**config.mk**
```make
export PLATFORM = sky130hd
export DESIGN_NAME = multiport_register_file_flat
export DESIGN_NICKNAME = d
export VERILOG_FILES = /design/src/rtl/multiport_register_file_if.sv /design/src/rtl/multiport_register_file.sv /design/src/flat_wrapper.sv
export SDC_FILE = /design/constraint.sdc
export NUM_CORES = 2
export LEC_CHECK = 0
export ABC_AREA = 1
export CAP_MARGIN = 20
export CORE_ASPECT_RATIO = 2
export CORE_UTILIZATION = 40
export CTS_BUF_LIST = sky130_fd_sc_hd__clkbuf_8
export DETAILED_ROUTE_END_ITERATION = 8
export PLACE_DENSITY = 0.51
export SETUP_SLACK_MARGIN = 0.5
export SLEW_MARGIN = 10
export SYNTH_ARGS = -nofsm -noshare
export SYNTH_HDL_FRONTEND = slang
export SYNTH_SLANG_ARGS = --single-unit
export TNS_END_PERCENT = 20
```
**constraint.sdc**
```tcl
create_clock -name clk -period 14.6 [get_ports clk]
set_clock_uncertainty 0.05 [all_clocks]
set_input_delay 2.19 -clock clk [delete_from_list [all_inputs] [get_ports clk]]
set_output_delay 2.19 -clock clk [all_outputs]
set_load 0.05 [all_outputs]
```
**src/rtl/multiport_register_file_if.sv**
```systemverilog
`default_nettype none
`ifndef BIT_COUNT
`define BIT_COUNT 32
`endif
// ============================================================================
//  Module      : multiport_register_file_if
//  Description : Port bundle for the multiport register file: write ports,
//                read ports, issue reservation and scoreboard status.
//  Revision    : 1.0  initial release
// ============================================================================
interface multiport_register_file_if #(
  parameter int REGISTER_COUNT = 32,
  parameter int WIDTH          = `BIT_COUNT,
  parameter int READ_PORTS     = 2,
  parameter int WRITE_PORTS    = 1
);
  localparam int c_addr_w = $clog2(REGISTER_COUNT);

  logic [WRITE_PORTS-1:0]                 WriteEn;
  logic [WRITE_PORTS-1:0][c_addr_w-1:0]   rdAdr;
  logic [WRITE_PORTS-1:0][WIDTH-1:0]      Rd;
  logic [READ_PORTS-1:0][c_addr_w-1:0]    rsAdr;
  logic [READ_PORTS-1:0][WIDTH-1:0]       Rs;
  logic [READ_PORTS-1:0]                  RsBusy;
  logic                                   IssueEn;
  logic [c_addr_w-1:0]                    issueAdr;
  logic [c_addr_w:0]                      PendingCount;

  modport master (
    output WriteEn, rdAdr, Rd, rsAdr, IssueEn, issueAdr,
    input  Rs, RsBusy, PendingCount
  );

  modport slave (
    input  WriteEn, rdAdr, Rd, rsAdr, IssueEn, issueAdr,
    output Rs, RsBusy, PendingCount
  );
endinterface
`default_nettype wire

```
**src/rtl/multiport_register_file.sv**
```systemverilog
`default_nettype none
`ifndef BIT_COUNT
`define BIT_COUNT 32
`endif
// ============================================================================
//  Module      : multiport_register_file
//  Description : N-read / M-write integer register file with x0 hardwired to
//                zero, optional write-to-read bypass and pending-write scoreboard.
//  Revision    : 1.0  initial release
// ============================================================================
module multiport_register_file #(
  parameter int REGISTER_COUNT = 32,
  parameter int WIDTH          = `BIT_COUNT,
  parameter int READ_PORTS     = 2,
  parameter int WRITE_PORTS    = 1,
  parameter int BYPASS         = 1
) (
  input  wire logic                 clk,
  input  wire logic                 reset,
  multiport_register_file_if.slave  bus
);
  localparam int c_addr_w = $clog2(REGISTER_COUNT);
  localparam int c_cnt_w  = c_addr_w + 1;

  logic [WIDTH-1:0]                r_regs [REGISTER_COUNT];
  logic [REGISTER_COUNT-1:0]       r_busy;
  logic [c_cnt_w-1:0]              r_pending;

  logic [REGISTER_COUNT-1:0]       w_wr_hit;
  logic [WIDTH-1:0]                w_wr_data [REGISTER_COUNT];
  logic [REGISTER_COUNT-1:0]       w_issue_hit;
  logic [REGISTER_COUNT-1:0]       w_busy_nxt;
  logic [c_cnt_w-1:0]              w_pending_nxt;
  logic [READ_PORTS-1:0][WIDTH-1:0] w_rs;
  logic [READ_PORTS-1:0]           w_rs_busy;

  // Per-register write decode; ascending scan lets the highest-index port win.
  always_comb begin
    w_wr_hit    = '0;
    w_issue_hit = '0;
    for (int r = 0; r < REGISTER_COUNT; r++) begin
      w_wr_data[r] = '0;
      if (r != 0) begin
        for (int p = 0; p < WRITE_PORTS; p++) begin
          if (bus.WriteEn[p] && (bus.rdAdr[p] == c_addr_w'(r))) begin
            w_wr_hit[r]  = 1'b1;
            w_wr_data[r] = bus.Rd[p];
          end
        end
        w_issue_hit[r] = bus.IssueEn && (bus.issueAdr == c_addr_w'(r));
      end
    end
  end

  // A same-cycle issue overrides the clear from writeback: it is the younger producer.
  always_comb begin
    w_busy_nxt    = '0;
    w_pending_nxt = '0;
    for (int r = 1; r < REGISTER_COUNT; r++) begin
      w_busy_nxt[r] = w_issue_hit[r] | (r_busy[r] & ~w_wr_hit[r]);
      w_pending_nxt = w_pending_nxt + c_cnt_w'(w_busy_nxt[r]);
    end
  end

  always_ff @(posedge clk or negedge reset) begin
    if (!reset) begin
      for (int r = 0; r < REGISTER_COUNT; r++) begin
        r_regs[r] <= '0;
      end
      r_busy    <= '0;
      r_pending <= '0;
    end else begin
      for (int r = 0; r < REGISTER_COUNT; r++) begin
        if (w_wr_hit[r]) begin
          r_regs[r] <= w_wr_data[r];
        end
      end
      r_busy    <= w_busy_nxt;
      r_pending <= w_pending_nxt;
    end
  end

  // w_wr_hit/w_issue_hit are never set for x0, so the bypass never touches it.
  always_comb begin
    w_rs      = '0;
    w_rs_busy = '0;
    for (int i = 0; i < READ_PORTS; i++) begin
      if ((BYPASS != 0) && w_wr_hit[bus.rsAdr[i]]) begin
        w_rs[i] = w_wr_data[bus.rsAdr[i]];
      end else if (bus.rsAdr[i] != '0) begin
        w_rs[i] = r_regs[bus.rsAdr[i]];
      end
      w_rs_busy[i] = r_busy[bus.rsAdr[i]]
                   & ~((BYPASS != 0) & w_wr_hit[bus.rsAdr[i]] & ~w_issue_hit[bus.rsAdr[i]]);
    end
  end

  assign bus.Rs           = w_rs;
  assign bus.RsBusy       = w_rs_busy;
  assign bus.PendingCount = r_pending;

endmodule
`default_nettype wire
```
**src/flat_wrapper.sv**
```systemverilog
// flat-port wrapper written by rule: the top's interface ports become plain ports
module multiport_register_file_flat 
#(
  parameter int REGISTER_COUNT = 32,
  parameter int WIDTH          = `BIT_COUNT,
  parameter int READ_PORTS     = 2,
  parameter int WRITE_PORTS    = 1,
  parameter int BYPASS         = 1
)
  (clk, reset, bus_WriteEn, bus_rdAdr, bus_Rd, bus_rsAdr, bus_IssueEn, bus_issueAdr, bus_Rs, bus_RsBusy, bus_PendingCount);
  multiport_register_file_if #(.REGISTER_COUNT(REGISTER_COUNT), .WIDTH(WIDTH), .READ_PORTS(READ_PORTS), .WRITE_PORTS(WRITE_PORTS)) bus_i ();
  input  wire logic clk;
  input  wire logic reset;
  input wire logic [$bits(bus_i.WriteEn)-1:0] bus_WriteEn;
  input wire logic [$bits(bus_i.rdAdr)-1:0] bus_rdAdr;
  input wire logic [$bits(bus_i.Rd)-1:0] bus_Rd;
  input wire logic [$bits(bus_i.rsAdr)-1:0] bus_rsAdr;
  input wire logic [$bits(bus_i.IssueEn)-1:0] bus_IssueEn;
  input wire logic [$bits(bus_i.issueAdr)-1:0] bus_issueAdr;
  output wire logic [$bits(bus_i.Rs)-1:0] bus_Rs;
  output wire logic [$bits(bus_i.RsBusy)-1:0] bus_RsBusy;
  output wire logic [$bits(bus_i.PendingCount)-1:0] bus_PendingCount;
  assign bus_i.WriteEn = bus_WriteEn;
  assign bus_i.rdAdr = bus_rdAdr;
  assign bus_i.Rd = bus_Rd;
  assign bus_i.rsAdr = bus_rsAdr;
  assign bus_i.IssueEn = bus_IssueEn;
  assign bus_i.issueAdr = bus_issueAdr;
  assign bus_Rs = bus_i.Rs;
  assign bus_RsBusy = bus_i.RsBusy;
  assign bus_PendingCount = bus_i.PendingCount;
  multiport_register_file #(.REGISTER_COUNT(REGISTER_COUNT), .WIDTH(WIDTH), .READ_PORTS(READ_PORTS), .WRITE_PORTS(WRITE_PORTS), .BYPASS(BYPASS)) u_core (.clk(clk), .reset(reset), .bus(bus_i));
endmodule
```
==> metrics <==
initial antenna violation count=20; share of layout cells above drive strength 1=6.84%; routed len/inst=32.2 um; row count=203; Cell Chain, Critical Path=buf_4, buf_4, inv_4, buf_4, buf_4, nand2_1, nor2_2, nand2_2, nand3_2, nand2_4, nand3_1, nand2_1, clkdlybuf4s50_1; # DRC=0; worst-path maximum fanout=33; Cells after Synth=8745; fin worst setup slack=4.51 ns; Min-Delay Path Class=reg2reg; Post CTS Setup Buffer Count=0; total power=0.00970 W; Clock Tree Root=clkbuf_8; CTS tree=built; WP data required=12.36 ns; Placed Area=64300 um^2; peak supply drop=789 uV; RSZ-0062 raised after global routing=false; largest cells by area after synthesis=dfrtp_1 42%, nand2_1 14%, o21ai_0 14%, a21oi_1 5.1%, inv_1 4.9%; Max Slew Vio Count=0; area leader, netlist=dfrtp_1; DP HPWL=211 mm; Detailed Route Iter0 Violations=8764; number of flops mapped to enable cells by yosys=0; Mapped Area=61400 um^2; Final Wtd Congestion=1.02; drt total wl=343 mm; synthesized area per cell=7.02 um^2; status=finished clean; Area Overhead vs Synth=10.2%; cts hold-fix bufs=0; filler cell count=15978; synth warn=0; Worst path top cell family by delay=buffers and inverters; Slowest-stage cell, CP=nand2_4; Finished Layout Cells=10676; Overall Global Routing Usage=43.8%; Static Leak=30.7 nW; CTS H-tree lvls=4; Synth top area share=41.9%; worst slew pin tran=1.22 ns; Async S/R FF share, synth=100%; MaxCap Viol Count=0; Final min period=10.09 ns; CP Class=in2out; total grt overflow=0; Initial Util=40.2%; Critical Path Max Stage Delay=0.90 ns; Synth Register Bits=1029; Max Freq=99.1 MHz; clock-pin slew on the worst setup and hold paths=0.06 ns; DIE WIDTH=279 um; cts bufs inserted=174; Final setup viols=0; pre-CTS WS=4.79 ns; full die area=155000 um^2; Mapped Nets=8833; vias in the first global route=64830; endpoint type of the worst setup path=output pin; Clock Latency Late Sink=0.90 ns; most frequent cells in the layout=2203 x nand2_1, 1657 x o21ai_0, 1029 x dfrtp_1; vias per inst=6.30; drt first pass iters=9; Critical Path AT=7.85 ns; first-pass GRT wire length=483 mm; total core area=153000 um^2; Synth Flop Type=dfrtp_1; Ports=128; pin count of the biggest net entering global routing=161; Power per Cell Area=143 nW/um^2; Final Net Count=8585; clk sinks=1029; Max-slew headroom=18.7%; Max clock buf depth=4; post-route clock period utilization=69.1%; ANT nets after route=0; Fin Setup TNS=0 ns; post-CTS sizing=0; most frequent CP cell=buf_4; vias=67207; Port Buffers=127; dpl cells=10368; most common cell after layout, fill and taps aside=nand2_1; Synth cell types=40; final count of hold timing violations=0; Seq/Total Area, Yosys=41.9%; CP Launch Type=primary input; height of the die=556 um; design area=67600 um^2; CP Buf/Inv Count=6
[final timing paths]
kind	from	endpoint	slack, ns	cells after the start
hold / removal	u_core.r_regs[186]$_DFFE_PN0P_	u_core.r_regs[186]$_DFFE_PN0P_	0.43	2
setup reg to reg	u_core.r_busy[1]$_DFF_PN0_	u_core.bus.PendingCount[4]$_DFF_PN0_	9.19	19
setup / recovery	bus_rsAdr[3]	bus_Rs[25]	4.51	13
max in group asynchronous	reset	u_core.r_regs[856]$_DFFE_PN0N_	10.18	4
hold reg to reg	u_core.r_regs[186]$_DFFE_PN0P_	u_core.r_regs[186]$_DFFE_PN0P_	0.43	2
min in group asynchronous	reset	u_core.r_regs[273]$_DFFE_PN0N_	1.18	1
[report_power, final]
part | internal [W] | switching, W
sequential | 0.00350 | 0.000341
clock | 0.00131 | 0.00132
combinational | 0.00108 | 0.00216
[final cells by class]
cell class | instances | area (um^2) | share of cell area, %
tap | 2050 | 2560 | 3.79
sequential | 1029 | 25700 | 38.1
inverter | 828 | 3160 | 4.66
antenna | 17 | 42.5 | 0.0629
multi-input combinational | 6107 | 29800 | 44.0
clock buffer | 207 | 2850 | 4.21
timing repair buffer | 357 | 3130 | 4.63
clock inverter | 81 | 395 | 0.584
[layer usage]
layer | global-route usage, % | wire (um)
met1 | 48.5 | 117000
met2 | 68.9 | 155000
met3 | 9.23 | 31800
met4 | 43.3 | 39700
met5 | 0 | 63
[cells by family after synthesis]
group / share of synthesized area [%]
AND/OR/NAND/NOR: 21.3
AO/OA/AOI/OAI: 25.6
buffers and inverters: 9.97
flip-flops: 41.9
adder cells (fa/ha/maj): 0.933
multiplexers: 0.238
XOR/XNOR: 0.0428
[Yosys cell counts, types with 2 or more instances]
| cell type | n |
|---|---|
| a211oi_1 | 19 |
| a21oi_1 | 630 |
| a221oi_1 | 7 |
| a22oi_1 | 91 |
| a31oi_1 | 9 |
| buf_1 | 95 |
| buf_2 | 54 |
| buf_4 | 2 |
| clkbuf_1 | 629 |
| clkinv_1 | 4 |
| dfrtp_1 | 1029 |
| fa_1 | 23 |
| ha_1 | 9 |
| inv_1 | 805 |
| inv_2 | 19 |
| mux2_2 | 13 |
| nand2_1 | 2216 |
| nand2_2 | 15 |
| nand2_4 | 2 |
| nand3_1 | 517 |
| nand3_2 | 3 |
| nand3b_1 | 8 |
| nand4_1 | 49 |
| nor2_1 | 393 |
| nor2_2 | 7 |
| nor2_4 | 8 |
| nor3_1 | 13 |
| o2111ai_1 | 35 |
| o211ai_1 | 108 |
| o21a_1 | 17 |
| o21ai_0 | 1658 |
| o21bai_1 | 24 |
| o221ai_1 | 173 |
| o22ai_1 | 53 |
| o31ai_1 | 2 |
| xor2_1 | 2 |
[worst min-delay path, delay by kind of cell (launching register included)]
family / cells / cell delay [ns]
flops: 1 / 0.34
simple gates: 1 / 0.05
compound gates: 1 / 0.06
[stage by stage]
step                      util, %  hold WS, ns
after floorplan                 -        0.403
after global placement       42.1        0.416
after detailed placement     42.1        0.422
after CTS                    44.3        0.438
after global routing         44.3        0.457
final                        44.3        0.434
[sequential cells by signal (all words and copies together), names as in the netlist]
name and count:
u_core.bus.PendingCount 6, u_core.r_busy 31, u_core.r_regs 992
No activity file was read; power rests on OpenSTA's default activity.
